### config.mk
export PLATFORM = sky130hd
export DESIGN_NAME = soma_seg7
export DESIGN_NICKNAME = d
export VERILOG_FILES = /design/src/rtl/soma_pkg.sv /design/src/rtl/seg7_decoder.sv /design/src/rtl/soma_seg7.sv
export SDC_FILE = /design/constraint.sdc
export NUM_CORES = 1
export LEC_CHECK = 0
export CAP_MARGIN = 20
export CORE_AREA = 2 2 39 41
export DETAILED_ROUTE_END_ITERATION = 7
export DIE_AREA = 0 0 41 43
export HOLD_SLACK_MARGIN = 0.12
export PLACE_DENSITY = 0.65
export SYNTH_ARGS = -nofsm -noshare
export SYNTH_HDL_FRONTEND = slang
export SYNTH_HIERARCHICAL = 1
export SYNTH_SLANG_ARGS = --single-unit
### constraint.sdc
create_clock -name clk -period 0.8 [get_ports clk]
set_input_delay 0.08 -clock clk [delete_from_list [all_inputs] [get_ports clk]]
set_output_delay 0.08 -clock clk [all_outputs]
set_load 0.01 [all_outputs]
### src/rtl/soma_pkg.sv
// Shared types and constants for the soma_seg7 adder/display block.
//   seg_t     : 7-bit segment pattern, bit order {g,f,e,d,c,b,a}
//   Seg*      : bit positions of each segment within seg_t
//   SegOff    : all segments dark (active-high)
//   SegTable  : active-high hex glyphs 0..F indexed by the 4-bit code
package soma_pkg;

  typedef logic [6:0] seg_t;

  localparam int unsigned SegA = 0;
  localparam int unsigned SegB = 1;
  localparam int unsigned SegC = 2;
  localparam int unsigned SegD = 3;
  localparam int unsigned SegE = 4;
  localparam int unsigned SegF = 5;
  localparam int unsigned SegG = 6;

  localparam seg_t SegOff = 7'b000_0000;

  localparam seg_t SegTable [16] = '{
    7'b0111111, 7'b0000110, 7'b1011011, 7'b1001111,  // 0 1 2 3
    7'b1100110, 7'b1101101, 7'b1111101, 7'b0000111,  // 4 5 6 7
    7'b1111111, 7'b1101111, 7'b1110111, 7'b1111100,  // 8 9 A b
    7'b0111001, 7'b1011110, 7'b1111001, 7'b1110001   // C d E F
  };

endpackage

### src/rtl/seg7_decoder.sv
// Combinational hex-to-seven-segment decoder, active-high output.
//   code : 4-bit hex value to display
//   seg  : segment pattern {g,f,e,d,c,b,a}, 1 = segment lit
module seg7_decoder
  import soma_pkg::*;
(
  input  logic [3:0] code,
  output seg_t       seg
);

  always_comb begin
    seg = SegOff;
    case (code)
      4'h0:    seg = SegTable[0];
      4'h1:    seg = SegTable[1];
      4'h2:    seg = SegTable[2];
      4'h3:    seg = SegTable[3];
      4'h4:    seg = SegTable[4];
      4'h5:    seg = SegTable[5];
      4'h6:    seg = SegTable[6];
      4'h7:    seg = SegTable[7];
      4'h8:    seg = SegTable[8];
      4'h9:    seg = SegTable[9];
      4'hA:    seg = SegTable[10];
      4'hB:    seg = SegTable[11];
      4'hC:    seg = SegTable[12];
      4'hD:    seg = SegTable[13];
      4'hE:    seg = SegTable[14];
      4'hF:    seg = SegTable[15];
      default: seg = SegOff;
    endcase
  end

endmodule

### src/rtl/soma_seg7.sv
// Registered two-operand adder driving one seven-segment digit.
// The sum a+b is decoded to a hex glyph and captured every clock; the output
// is taken straight from a register so it never glitches on operand changes.
//   clk    : system clock, rising edge
//   rst_n  : asynchronous active-low reset, forces all segments dark
//   a, b   : unsigned operands, WIDTH bits (1..3 so the sum fits one digit)
//   out    : segment pattern {g,f,e,d,c,b,a}; inverted when SEG_ACTIVE_LOW
module soma_seg7
  import soma_pkg::*;
#(
  parameter int unsigned WIDTH          = 2,
  parameter bit          SEG_ACTIVE_LOW = 1'b0
) (
  input  logic             clk,
  input  logic             rst_n,
  input  logic [WIDTH-1:0] a,
  input  logic [WIDTH-1:0] b,
  output logic [6:0]       out
);

  // XOR mask applied to the active-high glyph; also the "all dark" value.
  localparam seg_t PolMask = SEG_ACTIVE_LOW ? 7'b111_1111 : 7'b000_0000;

  logic [WIDTH:0] sum;
  logic [3:0]     code;
  seg_t           seg_hi;
  seg_t           out_d;
  seg_t           out_q;

  assign sum  = {1'b0, a} + {1'b0, b};
  assign code = 4'(sum);

  seg7_decoder u_dec (
    .code (code),
    .seg  (seg_hi)
  );

  // Polarity is folded in ahead of the register so out is a pure flop output.
  assign out_d = seg_hi ^ PolMask;

  always_ff @(posedge clk or negedge rst_n) begin
    if (!rst_n) begin
      out_q <= PolMask;
    end else begin
      out_q <= out_d;
    end
  end

  assign out = out_q;

endmodule

## After elaboration in Yosys (flattened, before gate mapping)

Memories as Yosys holds them, arrays and structs flattened. A register that Yosys moved wholly into a read port is not among the register bits.
Index checks and enable logic that the tools add are counted.

| storage, ports and cells | value |
|---|---|
| output and inout bits | 7 |
| logic and storage cells | 3 |
| input port bits | 6 |
| flip-flop bits (word level) | 0 |
| ROM bits | 112 |
| memories kept | 1 |

Memories:

| memory | depth | bits a word | rd ports | clocked after Yosys merged registers in | wr ports | line | source |
|---|---|---|---|---|---|---|---|
| (name not given) | 16 | 7 | 1 | 1 | 0 | seg7_decoder.sv:13 | `case (code)` |

| cells by class | value |
|---|---|
| reduce and logical (&&, ||, !) cells | 1 |
| $add $sub $neg | 1 |

Operators with widths:

| cell | count |
|---|---|
| adder 2 x 2 -> 3 bit | 1 |
| logical NOT 1 bit | 1 |

## Longest topological paths before layout

| depth | value |
|---|---|
| depth in word-level cells | 1 |
| gate-level depth with buffers | 8 |
| depth with buffers taken out | 8 |

## Modules after synthesis

Netlist, hierarchy kept.

Modules (own cells, without submodules):

| module | area each (um2) | sequential area each (um2) | cells each | times used |
|---|---|---|---|---|
| seg7_decoder | 287.8 | 0.0 | 33 | 1 |
| soma_seg7 | 230.2 | 175.2 | 15 | 1 |

## Worst setup path before layout

No wires, ideal clock.

| timing path | value |
|---|---|
| path type | input to register |
| start point | input port a[0] |
| end point | register out_q[3] (netlist: out[3]) |
| path buffers | 0 |
| setup slack | -1.003 ns |
| data arrival time | 1.662 ns |
| required time | 0.660 ns |
| stages | 7 |
| setup time | 0.140 ns |
| cells stage by stage | ha_1 > inv_1 > fa_1 > inv_1 > inv_1 > ha_1 > mux4_1 |

| between the ends | value |
|---|---|
| cells in the longest elaborated chain, start to end | 1 |

Ends and longest elaborated chain:

| what | line | source |
|---|---|---|
| start, declared | soma_seg7.sv:16 | `input logic [WIDTH-1:0] a,` |
| adder 2 x 2 -> 3 bit | soma_seg7.sv:30 | `assign sum = {1'b0, a} + {1'b0, b};` |
| named net sum[1] | soma_seg7.sv:24 | `logic [WIDTH:0] sum;` |
| end, declared | soma_seg7.sv:28 | `seg_t out_q;` |

The timed path passes the listed nets, and every way through them passes these cells.

## Worst setup path in the final report

Ends and elaborated chain as after synthesis.

==> results.txt <==
Status -> complete, but fails checks
Failing checks -> negative setup slack
Number of H-tree levels -> 1
IO buf count -> 12
CP arrival -> 1.61 ns
Nets -> 92
Final Max Slew Viols -> 0
Die area -> 0.00176 sq mm
Cell Pwr Density -> 1600 mW/mm^2
Max reg flops -> 7
First-pass DRT Iterations -> 3
Clk pin slew, worst setup/hold paths -> 0.05 ns
Synth Register Bits -> 7
Total gr overflow -> 0
Diode count -> 0
Rows -> 14
RSZ-0062 raised after global routing -> yes
Number of CTS-inserted buffers -> 3
Area grow syn2layout -> 54.3%
Mux cell area share after synthesis -> 0.155
CP max FO -> 4
Cell area after synthesis -> 518 sq um
DP HPWL -> 750 um
Synth warn -> 6
Placed inst area -> 761 sq um
Post-synthesis async set-or-reset flop share -> 1.00
Number of global-route vias before repair -> 399
DRT Wirelength -> 943 um
Avg Inst Size Synth -> 10.8 sq um
GRT Resource Usage Total -> 0.134
Worst vdd ir -> 0.000704 V
Synth Area in XOR/XNOR -> 0
Share of cells above drive strength 1 -> 0.539
Routed Antenna Nets -> 0
Synth Area in Compound Gates -> 0.0845
Post-synth EDFFs -> 0
CP cell instances -> buf_6 > ha_4 > inv_2 > fa_1 > inv_2 > inv_4 > ha_4 > mux4_2
Synth Area in Adders -> 0.232
Die height -> 43 um
Post-synth top area cell -> dfrtp_1
Via count -> 422
Cells after synthesis -> 48
Register area share after synthesis -> 0.338
Top area cells in the synthesized netlist -> dfrtp_1 (34%), ha_1 (19%), inv_1 (7.2%)
Final setup viols -> 13
Main synth FF type -> dfrtp_1
Routed length per instance -> 10.3 um
Final instance area -> 800 sq um
Core Region -> 0.00138 sq mm
Place WS -> -1.41 ns
Initial core utilization -> 0.374
Top cells by count, synth -> inv_1 (10), ha_1 (8), dfrtp_1 (7)
DRC violations left -> 0
Initial drt markers -> 2
CTS Sinks -> 7
MaxCap Viol Count -> 0
Pin count of the biggest net entering global routing -> 11
Largest family of logic cells by synthesized area -> adder cells
Synth cell types -> 20
Crit share post-route -> 1.87
Met1 Usage GRT -> 0.143
Die width -> 41 um
Min-delay worst type -> in -> async
Vias per cell -> 4.59
CTS tree -> yes
Worst stage delay on the critical path -> 0.44 ns
Crit path launch type -> input port
Initial antenna violation count -> 0
Worst path top cell family by delay -> adder cells
Crit. End Element -> flip-flop
P_leak -> 0.000373 uW
First-pass GRT wire length -> 1590 um
# IOs -> 13
Clock Tree Buf Depth -> 2
Most common cell in the netlist -> inv_1
Crit Path Category -> in -> reg
Max Clock Freq -> 0.667 GHz
Worst EP required -> 0.91 ns
Endpoints failing hold -> 0
Buf+Inv Stages, Crit Path -> 4
Met3 Use GR -> 0.0314
Critical Path Slowest Stage Cell -> mux4_2
PnR worst setup slack -> -0.698 ns
Final worst path period need -> 1.50 ns
Hold WS -> 0.0864 ns
Gr busiest metal -> met2
Simple-gate portion of the synthesized area -> 0.0797
Root Driver -> clkbuf_4
Routability Congestion -> 0.765
Top cell type's share of synthesized area -> 0.338
Met2 Track Usage GR -> 0.222
kinds of logic after synthesis:
logic type	after synthesis
other	1
buffers and inverters	12
adder cells (fa/ha/maj)	9
flip-flops	7
multiplexers	6
AND/OR/NAND/NOR	7
AO/OA/AOI/OAI	6
report_power, final:
group	leakage [uW]	switching (uW)	internal, uW	total (uW)
Sequential	0.0000735	15.7	408	424
Combinational	0.000285	252	301	553
Clock	0.0000150	113	189	303
Total	0.000373	381	898	1280
cell type report:
| class | count | area (sq um) |
|---|---|---|
| Fill cell | 142 | 584 |
| Clock buffer | 4 | 26.3 |
| Inverter | 10 | 40.0 |
| Tap cell | 16 | 20.0 |
| Timing Repair Buffer | 22 | 169 |
| Multi-Input combinational cell | 33 | 369 |
| Sequential cell | 7 | 175 |
through the flow:
stage               utilization  setup TNS, ns  std cells  total power [uW]
floorplan                     -          -4.76         52               720
global placement          0.550          -9.97         87               962
detailed placement        0.550         -10.04         87               969
CTS                       0.561          -4.51         91              1250
global route              0.578          -4.75         92              1390
finish                    0.578          -4.18         92              1280
metal layers:
metal	vias up	share of wire	wire (um)
met2	9	0.57	539
met3	0	0.052	49
met4	0	0	0
met1	205	0.38	354
met5	-	0	0
li1	208	-	-
placed cells by master (no fill, tap or decap), types with 2 or more instances in the layout:
cell type	instances
dfrtp_1	7
clkbuf_4	3
mux2_2	3
buf_6	5
inv_1	5
ha_4	4
ha_1	4
conb_1	5
buf_2	5
buf_4	9
a21oi_2	2
mux2i_1	2
inv_2	4
clkbuf_2	2
timing repair:
action	in CTS	in global routing
pin swaps	4	4
buffers inserted	0	1
hold endpoints to repair	7	7
endpoints found under the setup margin	14	14
gates resized for setup	46	9
how the worst max path moves through the flow:
stage | startpoint | to | slack (ns) | cells after the start
finish | a[0] | out[3] | -0.70 | 8
global route | a[0] | out[3] | -0.73 | 8
CTS | a[0] | out[3] | -0.72 | 8
detailed placement | a[0] | out[3] | -1.41 | 8
global placement | a[0] | out[3] | -1.40 | 8
floorplan | a[0] | out[3] | -0.84 | 7
No activity file was read; power rests on OpenSTA's default activity.
==> RTL change (same settings) <==
Change the parameter `SEG_ACTIVE_LOW` from 1'b0 to 1'b1.
--- a/src/rtl/soma_seg7.sv
+++ b/src/rtl/soma_seg7.sv
@@ -11,3 +11,3 @@
   parameter int unsigned WIDTH          = 2,
-  parameter bit          SEG_ACTIVE_LOW = 1'b0
+  parameter bit          SEG_ACTIVE_LOW = 1'b1
 ) (
Behaviour: not the same (Yosys sat finds a counterexample within 4 cycles, from zero or initial values and one cycle with rst_n low).
==> RTL change against the unedited design <==
The run still ends with setup timing left; setup slack worse by 12 ps; cell area up 10%; sequential power up 11%; total power up 12%; die area unchanged; sequential cell count unchanged; synthesized area up 6.8%; largest cell class unchanged; wire length up 18%.
==> RTL change: results <==
[final_layout]
area_delta_synth_final_pct = 59.73
n_all_buffers = 24
fin_nets = 101
clock_area_share_pct = 2.975
fill_cells = 124
non_clock_inverter_count = 17
multi_input_area_share_pct = 41.64
antenna_cells = 0
buf_share_pct = 24.79
drive_gt1_share_pct = 62.35
multi_input_gates = 33
ff_latch_area_sq_um = 183.9

[yosys]
synth_xor_area_share_pct = 0
ys_top_cells_by_count = "inv_1, ha_1, dfstp_2"
synth_adder_area_share_pct = 21.72
synth-compound-area-share_pct = 7.919
synthMuxAreaShare_pct = 14.48
ys_seq_area_share_pct = 33.26
ys_top_cells_by_area = "dfstp_2, ha_1, inv_1, mux2_2, mux4_1"

[power]
p_clk_share_pct = 21.4
leakage_nw = 0.4499
p_sw_w = 0.0004209
peakVddDrop_v = 0.0006553
power_density_nw_per_um2 = 1629
p_seq_w = 0.000470

[placement]
gp_congestion = 0.7131
dp_hpwl_um = 775.6
placedInstanceArea_sq_um = 788.3
port_buffers = 12

[route]
routedWlPerCell_um = 11.04
dr.first_iter.drc_count = 9
dr_wl_met2_um = 630
vias = 445
dr.pass1.iters = 5
drt-met1-wl_um = 435

[critical_path]
worstPathArrival_ps = 1700
cp_slowest_cell = "mux4_2"
setup.worst_path.end = "out[3]"
max_stage_delay_ps = 470

[grt]
grt_util_met2_pct = 28.75
grt_usage_pct = 16.78
met1_usage_pct = 18.42
grt_first_pass_wirelength_mm = 1.966
grt_util_met3_pct = 1.571
grt_pass1_vias = 464

[sta]
finalSetupViolCount = 14
setup_tns_ps = -5313
setup_ws_ps = -710.1

[run_status]
violations = "setup timing"
outcome = "complete, but fails checks"
[RTL change: changes by cell type in the layout (fill, tap and decap cells not counted), moves of 3 or more]
cell	change
buf_6	+6
dfstp_2	+7
dfrtp_1	-7
buf_2	-5
inv_2	+3
inv_1	+4
[RTL change: metrics by stage]
stage / total power, W / utilization, % / hold slack, ps / worst slack [ps] / cells
after floorplan: 0.0007788 / - / -67.84 / -826.3 / 59
final: 0.001439 / 63.83 / 324.6 / -710.1 / 101
after global placement: 0.0009998 / 56.96 / 595.9 / -1395 / 93
after detailed placement: 0.001012 / 56.96 / 602.2 / -1412 / 93
after CTS: 0.001419 / 63.29 / 337.7 / -725.0 / 100
after global routing: 0.001556 / 63.83 / 367.8 / -740.0 / 101
[RTL change: repair_timing]
| item | CTS | global route |
|---|---|---|
| gates cloned | 0 | 0 |
| resized for setup | 56 | 9 |
| pin swaps | 5 | 1 |
| setup buffers | 3 | 1 |
| setup endpoints to repair | 14 | 14 |
